===== config.mk =====
export PLATFORM = sky130hd
export DESIGN_NAME = dcache_wt
export DESIGN_NICKNAME = d
export VERILOG_FILES = /design/src/rtl/dcache_pkg.sv /design/src/rtl/dcache_line_store.sv /design/src/rtl/dcache_wt.sv
export SDC_FILE = /design/constraint.sdc
export NUM_CORES = 2
export LEC_CHECK = 0
export ABC_AREA = 1
export BUFFER_PORTS_ARGS = -buffer_cell sky130_fd_sc_hd__buf_2
export CAP_MARGIN = 20
export CORE_MARGIN = 2
export CORE_UTILIZATION = 41
export CTS_CLUSTER_SIZE = 30
export DETAILED_ROUTE_END_ITERATION = 10
export HOLD_SLACK_MARGIN = 0.08
export PLACE_DENSITY = 0.59
export REMOVE_ABC_BUFFERS = 1
export SYNTH_ARGS = -nofsm -noshare
export SYNTH_HDL_FRONTEND = slang
export SYNTH_HIERARCHICAL = 1
export SYNTH_SLANG_ARGS = --single-unit
export TNS_END_PERCENT = 50

===== constraint.sdc =====
create_clock -name clk -period 15.7 [get_ports clk]
set_input_delay 1.57 -clock clk [delete_from_list [all_inputs] [get_ports clk]]
set_output_delay 1.57 -clock clk [all_outputs]
set_load 0.05 [all_outputs]

===== src/rtl/dcache_pkg.sv =====
// rtl/dcache_pkg.sv - shared types and lane helpers for the write-through data cache
package dcache_pkg;

  typedef enum logic [1:0] {
    WE_NONE = 2'b00,
    WE_WORD = 2'b01,
    WE_HALF = 2'b10,
    WE_BYTE = 2'b11
  } we_e;

  typedef enum logic {
    IDLE   = 1'b0,
    REFILL = 1'b1
  } dstate_e;

  function automatic logic [3:0] lane_mask(input we_e we, input logic [1:0] off);
    logic [3:0] m;
    case (we)
      WE_WORD: m = 4'b1111;
      WE_HALF: m = off[1] ? 4'b1100 : 4'b0011;
      WE_BYTE: m = 4'b0001 << off;
      default: m = 4'b0000;
    endcase
    return m;
  endfunction

  // Store data is right-justified in wd; replicate it so every enabled lane sees its bytes.
  function automatic logic [31:0] lane_merge(input logic [31:0] old, input logic [31:0] wd,
                                             input we_e we, input logic [1:0] off);
    logic [3:0]  m;
    logic [31:0] src;
    logic [31:0] res;
    m = lane_mask(we, off);
    case (we)
      WE_HALF: src = {2{wd[15:0]}};
      WE_BYTE: src = {4{wd[7:0]}};
      default: src = wd;
    endcase
    for (int l = 0; l < 4; l++) begin
      res[8*l +: 8] = m[l] ? src[8*l +: 8] : old[8*l +: 8];
    end
    return res;
  endfunction

  function automatic logic is_misaligned(input we_e we, input logic [1:0] off);
    return ((we == WE_WORD) && (off != 2'b00)) || ((we == WE_HALF) && off[0]);
  endfunction

endpackage


===== src/rtl/dcache_line_store.sv =====
// rtl/dcache_line_store.sv - tag/data/valid arrays with one read port, one lane-enabled write port
module dcache_line_store
  import dcache_pkg::*;
#(
  parameter int INDEX_BITS = 6,
  parameter int TAG_BITS   = 10,
  parameter int DATA_WIDTH = 32
) (
  input  logic                    clk,
  input  logic                    clr_all,
  input  logic [INDEX_BITS-1:0]   rd_idx,
  output logic [TAG_BITS-1:0]     rd_tag,
  output logic [DATA_WIDTH-1:0]   rd_data,
  output logic                    rd_valid,
  input  logic                    wr_en,
  input  logic [INDEX_BITS-1:0]   wr_idx,
  input  logic [TAG_BITS-1:0]     wr_tag,
  input  logic [DATA_WIDTH/8-1:0] wr_lane_en,
  input  logic [DATA_WIDTH-1:0]   wr_data,
  input  logic                    clr_a_en,
  input  logic [INDEX_BITS-1:0]   clr_a_idx,
  input  logic                    clr_b_en,
  input  logic [INDEX_BITS-1:0]   clr_b_idx
);

  localparam int LINES = 1 << INDEX_BITS;

  logic [LINES-1:0]      valid_q;
  logic [TAG_BITS-1:0]   tag_q  [LINES];
  logic [DATA_WIDTH-1:0] data_q [LINES];

  assign rd_tag   = tag_q[rd_idx];
  assign rd_data  = data_q[rd_idx];
  assign rd_valid = valid_q[rd_idx];

  // Clears are ordered after the set so an invalidation always wins.
  always_ff @(posedge clk) begin
    if (clr_all) begin
      valid_q <= '0;
    end else begin
      if (wr_en)    valid_q[wr_idx]    <= 1'b1;
      if (clr_a_en) valid_q[clr_a_idx] <= 1'b0;
      if (clr_b_en) valid_q[clr_b_idx] <= 1'b0;
    end
  end

  always_ff @(posedge clk) begin
    if (wr_en) begin
      tag_q[wr_idx] <= wr_tag;
      for (int l = 0; l < DATA_WIDTH/8; l++) begin
        if (wr_lane_en[l]) data_q[wr_idx][8*l +: 8] <= wr_data[8*l +: 8];
      end
    end
  end

endmodule


===== src/rtl/dcache_wt.sv =====
// rtl/dcache_wt.sv - direct-mapped write-through no-allocate D-cache; DCACHE_STATS_EN adds hit/miss counters
module dcache_wt
  import dcache_pkg::*;
#(
  parameter int DATA_WIDTH = 32,
  parameter int ADDR_WIDTH = 18,
  parameter int INDEX_BITS = 6
) (
  input  logic                  clk,
  input  logic                  rst,
  input  logic                  req_valid_i,
  input  logic [1:0]            WE_i,
  input  logic [31:0]           A_i,
  input  logic [DATA_WIDTH-1:0] WD_i,
  output logic [DATA_WIDTH-1:0] RD_o,
  output logic                  stall_o,
  output logic [1:0]            mem_WE_o,
  output logic [31:0]           mem_A_o,
  output logic [DATA_WIDTH-1:0] mem_WD_o,
  input  logic [DATA_WIDTH-1:0] mem_RD_i
`ifdef DCACHE_STATS_EN
  ,
  output logic [31:0]           hit_count_o,
  output logic [31:0]           miss_count_o
`endif
);

  localparam int TAG_BITS = ADDR_WIDTH - INDEX_BITS - 2;

  dstate_e state_q, state_d;
  we_e     we;

  logic [INDEX_BITS-1:0] idx;
  logic [TAG_BITS-1:0]   tag;
  logic [TAG_BITS-1:0]   line_tag;
  logic [DATA_WIDTH-1:0] line_data;
  logic                  line_valid;
  logic [DATA_WIDTH-1:0] fill_q;

  logic hit, idle_req, is_load, is_store, load_hit, load_miss, misal, store_wr;
  logic                    wr_en;
  logic [DATA_WIDTH/8-1:0] wr_lane_en;
  logic [DATA_WIDTH-1:0]   wr_data;

  assign we  = we_e'(WE_i);
  assign idx = A_i[INDEX_BITS+1:2];
  assign tag = A_i[ADDR_WIDTH-1:INDEX_BITS+2];
  assign hit = line_valid && (line_tag == tag);

  assign idle_req  = (state_q == IDLE) && req_valid_i && !rst;
  assign is_load   = idle_req && (we == WE_NONE);
  assign is_store  = idle_req && (we != WE_NONE);
  assign load_hit  = is_load && hit;
  assign load_miss = is_load && !hit;
  assign misal     = is_store && is_misaligned(we, A_i[1:0]);
  assign store_wr  = is_store && hit && !misal;

  // A refill writes the whole line from memory; a store hit merges only its lanes.
  assign wr_en      = load_miss || store_wr;
  assign wr_lane_en = load_miss ? '1 : lane_mask(we, A_i[1:0]);
  assign wr_data    = load_miss ? mem_RD_i : lane_merge(line_data, WD_i, we, A_i[1:0]);

  dcache_line_store #(
    .INDEX_BITS (INDEX_BITS),
    .TAG_BITS   (TAG_BITS),
    .DATA_WIDTH (DATA_WIDTH)
  ) u_lines (
    .clk        (clk),
    .clr_all    (rst),
    .rd_idx     (idx),
    .rd_tag     (line_tag),
    .rd_data    (line_data),
    .rd_valid   (line_valid),
    .wr_en      (wr_en),
    .wr_idx     (idx),
    .wr_tag     (tag),
    .wr_lane_en (wr_lane_en),
    .wr_data    (wr_data),
    .clr_a_en   (misal),
    .clr_a_idx  (idx),
    .clr_b_en   (misal),
    .clr_b_idx  (idx + INDEX_BITS'(1))
  );

  always_ff @(posedge clk) begin
    if (rst) begin
      state_q <= IDLE;
    end else begin
      state_q <= state_d;
    end
  end

  always_ff @(posedge clk) begin
    if (rst) begin
      fill_q <= '0;
    end else if (load_miss) begin
      fill_q <= mem_RD_i;
    end
  end

  always_comb begin
    state_d = state_q;
    case (state_q)
      IDLE:    if (load_miss) state_d = REFILL;
      REFILL:  state_d = IDLE;
      default: state_d = IDLE;
    endcase
  end

  always_comb begin
    stall_o  = 1'b0;
    RD_o     = '0;
    mem_WE_o = WE_NONE;
    mem_A_o  = A_i;
    mem_WD_o = WD_i;
    if (!rst) begin
      case (state_q)
        IDLE: begin
          if (load_hit) RD_o = line_data;
          if (load_miss) begin
            stall_o = 1'b1;
            mem_A_o = {A_i[31:2], 2'b00};
          end
          if (is_store) mem_WE_o = WE_i;
        end
        REFILL:  RD_o = fill_q;
        default: RD_o = '0;
      endcase
    end
  end

`ifdef DCACHE_STATS_EN
  always_ff @(posedge clk) begin
    if (rst) begin
      hit_count_o  <= '0;
      miss_count_o <= '0;
    end else begin
      if (load_hit)  hit_count_o  <= hit_count_o + 32'd1;
      if (load_miss) miss_count_o <= miss_count_o + 32'd1;
    end
  end
`endif

endmodule


==> Word-level counts from Yosys, hierarchy flattened <==
Memory sizes are Yosys's and may differ from the RTL's.
Cells that the tools add are included.
Widths: inputs -> output; s select.
{ "word_totals": {"memories": 2, "regBits": 97, "input_bits": 101, "elab_cells": 90, "output_inout_bits": 99, "mem_bits_rw": 2688} }
{ "mem_list": {"columns": ["memory", "depth", "width", "read_ports", "rd_ports_with_merged_regs", "write_ports", "line_no", "text"], "rows": [
  ["u_lines.data_q", 64, 32, 1, 0, 1, "dcache_line_store.sv:30", "logic [DATA_WIDTH-1:0] data_q [LINES];"],
  ["u_lines.tag_q", 64, 10, 1, 0, 1, "dcache_line_store.sv:29", "logic [TAG_BITS-1:0] tag_q [LINES];"]
]} }
{ "op_classes": {"reduce_logical": 22, "eq_ne": 4, "bitwise_logic": 6, "muxes": 47, "magnitude_cmp": 4, "shift": 1, "add_sub_neg": 1} }
{ "op_table": {"columns": ["cell", "count"], "rows": [
  ["$mux 64", 5],
  ["$and 64x64->64", 2],
  ["$not 64->64", 2],
  ["$pmux 32 s2", 2],
  ["$mux 32", 3],
  ["$or 64x64->64", 1],
  ["$mux 8", 4],
  ["$mux 1", 20],
  ["$logic_and 1x1->1", 14],
  ["$lt 6x7->1 const B", 2],
  ["$demux 1 s6", 2],
  ["$ge 6x1->1 const B", 2],
  ["$mux 2", 6],
  ["$pmux 4 s3", 1],
  ["$eq 10x10->1", 1],
  ["$mux 4", 2],
  ["$add 6x1->6 const B", 1],
  ["$bmux 1 s6", 1],
  ["$eq 2x2->1 const B", 2],
  ["$reduce_bool 2->1", 2],
  ["$shl 1x2->4 const A", 1],
  ["$logic_not 1->1", 3],
  ["$eq 2x1->1 const B", 1],
  ["$logic_not 2->1", 1],
  ["other kinds (3)", 4]
]} }

==> Longest topological paths before layout <==
{ "depth": {"word_depth": 15, "depth_mapped": 29, "depth_no_buf": 24} }

==> Hierarchy <==
The synthesis kept the hierarchy.
{ "by_module_without_submodules": {"columns": ["module", "area_per_inst_um2", "cells_each", "instances"], "rows": [
  ["dcache_line_store", 112405.3, 9695, 1],
  ["dcache_wt", 3793.6, 689, 1]
]} }

==> Worst setup path before layout <==
OpenSTA, ideal clock, no wires.
{ "synth_timing": {"path_kind": "in2reg", "from": "input port A_i[2]", "to": "memory u_lines.data_q[23][0] (enable)", "t_arrival_ns": 5.845, "cell_stages": 26, "setup_slack_ns": 9.484, "cell_sequence": "buf_4 > clkinv_2 > buf_4 > buf_2 > buf_2 > nand2_1 > nand3_1 > nand3_1 > nand3_1 > nand3_1 > nand2_1 > nand2_1 > nand2_1 > inv_1 > nand2_1 > nand2_1 > inv_1 > nand3_1 > nor2_4 > nand2_4 > clkbuf_1 > o21ai_0 > inv_2 > nor3_1 > inv_1 > nor2_1"} }
{ "synth_lines": {"columns": ["item", "line_no", "text"], "rows": [
  ["from (decl)", "dcache_wt.sv:13", "input logic [31:0] A_i,"],
  ["$mem_v2 64x10 (*)", null, null],
  ["via line_tag[7]", "dcache_wt.sv:35", "logic [TAG_BITS-1:0] line_tag;"],
  ["$eq 10x10->1 (*)", "dcache_wt.sv:48", "assign hit = line_valid && (line_tag == tag);"],
  ["$logic_and 1x1->1 (*)", "dcache_wt.sv:48", null],
  ["$logic_not 1->1 / $logic_and 1x1->1 (equally long branches)", "dcache_wt.sv:54, dcache_wt.sv:56", null],
  ["$logic_and 1x1->1 (on tied branches)", "dcache_wt.sv:54, dcache_wt.sv:56", null],
  ["$logic_or 1x1->1 (*)", "dcache_wt.sv:59", "assign wr_en = load_miss || store_wr;"],
  ["via wr_en", "dcache_wt.sv:41", "logic wr_en;"],
  ["$mux 1 (*)", "dcache_line_store.sv:48", "if (wr_en) begin"],
  ["$mux 1 (implied by the code) (*)", "dcache_line_store.sv:51", "if (wr_lane_en[l]) data_q[wr_idx][8*l +: 8] <= wr_data[8*l +: 8];"],
  ["to (decl)", "dcache_line_store.sv:30", null]
]} }
The timed path passes the listed nets; every way through them passes the cells marked *. The select of a mux whose other input is x is not followed.

==> Worst setup path after layout <==
{ "layout_timing": {"from": "input port A_i[2]", "to": "output port mem_A_o[0]"} }
{ "layout_between": {"elab_chain_len": 8} }
{ "layout_lines": {"columns": ["item", "line_no", "text"], "rows": [
  ["$bmux 1 s6", "dcache_line_store.sv:34", "assign rd_valid = valid_q[rd_idx];"],
  ["$mux 1 (implied by the code)", "dcache_line_store.sv:34", null],
  ["via line_valid", "dcache_wt.sv:37", "logic line_valid;"],
  ["$logic_and 1x1->1", "dcache_wt.sv:48", null],
  ["$logic_not 1->1", "dcache_wt.sv:54", "assign load_miss = is_load && !hit;"],
  ["$logic_and 1x1->1", "dcache_wt.sv:54", null],
  ["$mux 2", "dcache_wt.sv:120", "if (load_miss) begin"],
  ["$mux 2", "dcache_wt.sv:117", "case (state_q)"],
  ["$mux 2", "dcache_wt.sv:116", "if (!rst) begin"],
  ["to (decl)", "dcache_wt.sv:18", "output logic [31:0] mem_A_o,"]
]} }
The timed path passes the listed nets, and every way through them passes these cells. The select of a mux whose other input is x is not followed.

==> tab_implementation.tex <==
\begin{tabular}{lr}
\hline
Metric & Value \\
\hline
\multicolumn{2}{l}{\textbf{Status}} \\
Status & finished, final reports clean \\
\multicolumn{2}{l}{\textbf{Global routing}} \\
Initial antenna violation count & 25 \\
Wire length of the first global-routing pass & 519,000 um \\
Number of global-route vias before repair & 76,000 \\
Maximum number of pins on one net before global-route repair & 232 \\
GRT Resource Usage Total & 0.243 \\
Global-route congestion overflow total & 0 \\
\multicolumn{2}{l}{\textbf{Synthesis}} \\
Number of enable-type register cells in the synthesized netlist & 2,688 \\
Largest cells by area after synthesis & edfxtp\_1 (69\%), nand3\_1 (11\%), nand2\_1 (11\%), dfxtp\_1 (1.7\%), buf\_2 (1.7\%) \\
Largest area contributor in the synthesized netlist & edfxtp\_1 \\
Count of warnings emitted by yosys & 6 \\
Share of the synthesized area in the top cell type & 0.695 \\
Gate count after technology mapping & 10,400 \\
Most frequent cell after synthesis & nand2\_1 \\
Share of async-settable or async-resettable flops after synthesis & 0 \\
Unique cell type count in the Yosys netlist & 31 \\
Fraction of the yosys area taken by sequential cells & 0.711 \\
Leading post-synthesis cells by instance count & nand2\_1 (3,337), edfxtp\_1 (2,688), nand3\_1 (2,582) \\
Netlist area before placement & 116,000 um\^{}2 \\
\#FFs+latches synth & 2,785 \\
Dominant synthesized flop cell & edfxtp\_1 \\
Mean instance size in the synthesized netlist & 11.2 um\^{}2 \\
\multicolumn{2}{l}{\textbf{CTS}} \\
Setup Buffers After CTS & 0 \\
PostCTS Resize Cnt & 0 \\
Number of clock buffers inserted by TritonCTS & 299 \\
TritonCTS clock tree & built \\
Worst-skew pair later-pin latency & 0.87 ns \\
Clock Tree Buf Depth & 4 \\
Number of H-tree levels & 5 \\
Cell chosen for the clock root & clkbuf\_16 \\
Clk sink count & 2,785 \\
CTS clk-pin slew, worst paths & 0.06 ns \\
CTS Hold Bufs & 0 \\
\multicolumn{2}{l}{\textbf{Finish}} \\
Core Util, Final & 0.458 \\
Proportion of layout cells with a drive suffix above 1 & 0.0854 \\
Summed area of non-filler cells in the final layout & 129,000 um\^{}2 \\
Area growth from synthesis to layout & 11.2\% \\
Final-stage net count & 10,400 \\
Fin cells & 14,300 \\
Filler cells & 25,700 \\
\multicolumn{2}{l}{\textbf{Floorplanning}} \\
Row count & 195 \\
Die span in y & 536 um \\
Die area & 288,000 um\^{}2 \\
Area of the placeable core & 282,000 um\^{}2 \\
Die span in x & 536 um \\
Initial core utilization & 0.412 \\
Total I/O pin count & 200 \\
\multicolumn{2}{l}{\textbf{Placed design}} \\
Cell area after placement & 120,000 um\^{}2 \\
Hpwl dp & 209,000 um \\
Worst setup timing slack at the placement stage & 5.42 ns \\
Number of I/O port buffers & 171 \\
Routability congestion estimate from global placement & 0.888 \\
Cell count after placement & 13,700 \\
\multicolumn{2}{l}{\textbf{Hold path}} \\
Hold Crit Start & fill\_q[27] \\
Path category of the worst min-delay check & reg2reg \\
Instance count along the most critical hold path & 2 \\
\multicolumn{2}{l}{\textbf{Timing}} \\
Setup skew after layout & 0.0957 ns \\
Timing-limited maximum frequency & 103 MHz \\
Unrepaired setup endpoints after global routing & no \\
Number of setup violations in the final report & 0 \\
Worst slew pin tran & 1.21 ns \\
Time the worst path needs with I/O delays and setup & 9.71 ns \\
Max-slew headroom at the worst pin & 0.191 \\
Slack of the critical path & 5.99 ns \\
Total negative slack for setup checks & 0 ns \\
Slew Limit Fails & 0 \\
Final hold viol count & 0 \\
Final worst-path cycle share & 0.618 \\
Worst slack on hold paths & 0.465 ns \\
\multicolumn{2}{l}{\textbf{Setup path}} \\
Crit path launch & A\_i[2] \\
Maximum fanout along the worst path & 231 \\
Endpoint type of the worst setup path & output port \\
Type of origin of the critical path & input pin \\
R2r startpoint & u\_lines/tag\_q[34][9] \\
Crit Path Class & in2out \\
Data arrival time at the worst-slack endpoint & 8.14 ns \\
Required time at the endpoint of the critical path & 14.13 ns \\
Depth of the most critical reg-to-reg path & 20 \\
\multicolumn{2}{l}{\textbf{Power}} \\
Cell Pwr Density & 128 nW/um\^{}2 \\
Leak & 45.7 nW \\
Total power & 16.5 mW \\
Peak supply drop & 0.0969 mV \\
\multicolumn{2}{l}{\textbf{Job}} \\
Count of max-cap constraint violations & 0 \\
\multicolumn{2}{l}{\textbf{Routing}} \\
Wire length per cell after detailed routing & 25.1 um \\
Routed vias & 81,100 \\
Total wire length & 358,000 um \\
Vias per std cell & 5.69 \\
DR DRC count & 0 \\
Number of nets with antenna violations after routing & 0 \\
Number of detailed-route iterations in the first pass & 7 \\
Number of DRC violations after detailed-routing iteration 0 & 10,500 \\
\hline
\end{tabular}
[cell families (layout without fill, tap and decap cells)]
family,Yosys count,in the layout,synth area share
AOI/OAI and AO/OA,195,195,0.00908
other,0,10,0
adders and majority gates,1,1,0.000108
buffers and inverters,895,1009,0.0359
DFF,2785,2785,0.711
xor gates and xnor gates,4,4,0.000302
and+or+nand+nor,6504,6504,0.243
[path summary, 6_finish.rpt]
path / slack [ns] / to
setup / recovery: 5.99 / mem_A_o[0]
hold / removal: 0.46 / fill_q[27]
setup reg to reg: 8.95 / u_lines/data_q[57][9]
hold reg to reg: 0.46 / fill_q[27]
[registers in the layout, indices dropped and copies added, names as in the netlist]
name	cells
u_lines/data_q	2048
fill_q	32
state_q	1
u_lines/valid_q	64
u_lines/tag_q	640
[routing by layer]
metal	part of all wire	up-vias	GRT usage
li1	-	36200	-
met3	0.10	727	0.0477
met2	0.44	4471	0.365
met5	0.00041	-	0
met1	0.41	39700	0.345
met4	0.043	22	0.0988
[cell usage in the layout (no fill, tap or decap), types with 7 or more instances in the layout]
cell,synthesis,layout
inv_1,130,128
a21oi_1,72,72
buf_12,0,7
nor2_4,10,11
clkbuf_16,0,307
nor3_4,8,8
bufinv_16,0,28
inv_6,0,13
diode_2,0,10
nand3_1,2582,2582
buf_2,386,165
nor2_2,31,35
clkbuf_1,194,46
nor2_1,411,406
clkinv_2,1,40
nand2_1,3337,3305
inv_2,20,18
nor3_2,25,30
clkinvlp_4,0,10
clkinv_1,4,69
o22ai_1,60,60
o21ai_0,60,59
nand2_2,7,39
dfxtp_1,97,96
nand4_1,34,34
nor3_1,52,47
buf_6,0,7
edfxtp_1,2688,2688
buf_4,85,146
[area by class of cell]
cell class                 instances  area [um^2]  share of cell area
sequential                      2785        82700               0.640
multi-input combinational       6704        29500               0.228
clock buffer                     354         7870              0.0609
tap                             3743         4680              0.0362
timing repair buffer             333         2280              0.0176
clock inverter                   165         1580              0.0122
inverter                         157          633             0.00490
antenna                           10         25.0            0.000194
[power by group]
group	switching [mW]	leakage (nW)	total, mW	internal (mW)
clock	2.90	4.61	6.93	4.04
combinational	1.01	16.1	1.25	0.238
sequential	0.00189	25.0	8.32	8.32
total	3.91	45.7	16.5	12.6
[critical path, cell delays in order]
cell	delay [ns]
buf_8	0.19
inv_16	0.59
buf_4	0.70
buf_4	0.94
nand2_1	0.13
nand3_1	0.13
nand3_1	0.10
nand3_1	0.15
nand3_1	0.10
nand2_1	0.10
nand2_1	0.06
nand2_1	0.08
inv_1	0.08
nor2_1	0.11
nand3_1	0.12
nor2_4	0.31
buf_4	0.52
nand2_4	0.47
nand2_4	0.18
buf_4	0.66
inv_1	0.16
nor2_1	0.12
buf_2	0.27
Note: power is estimated with default switching activity, not from simulation.
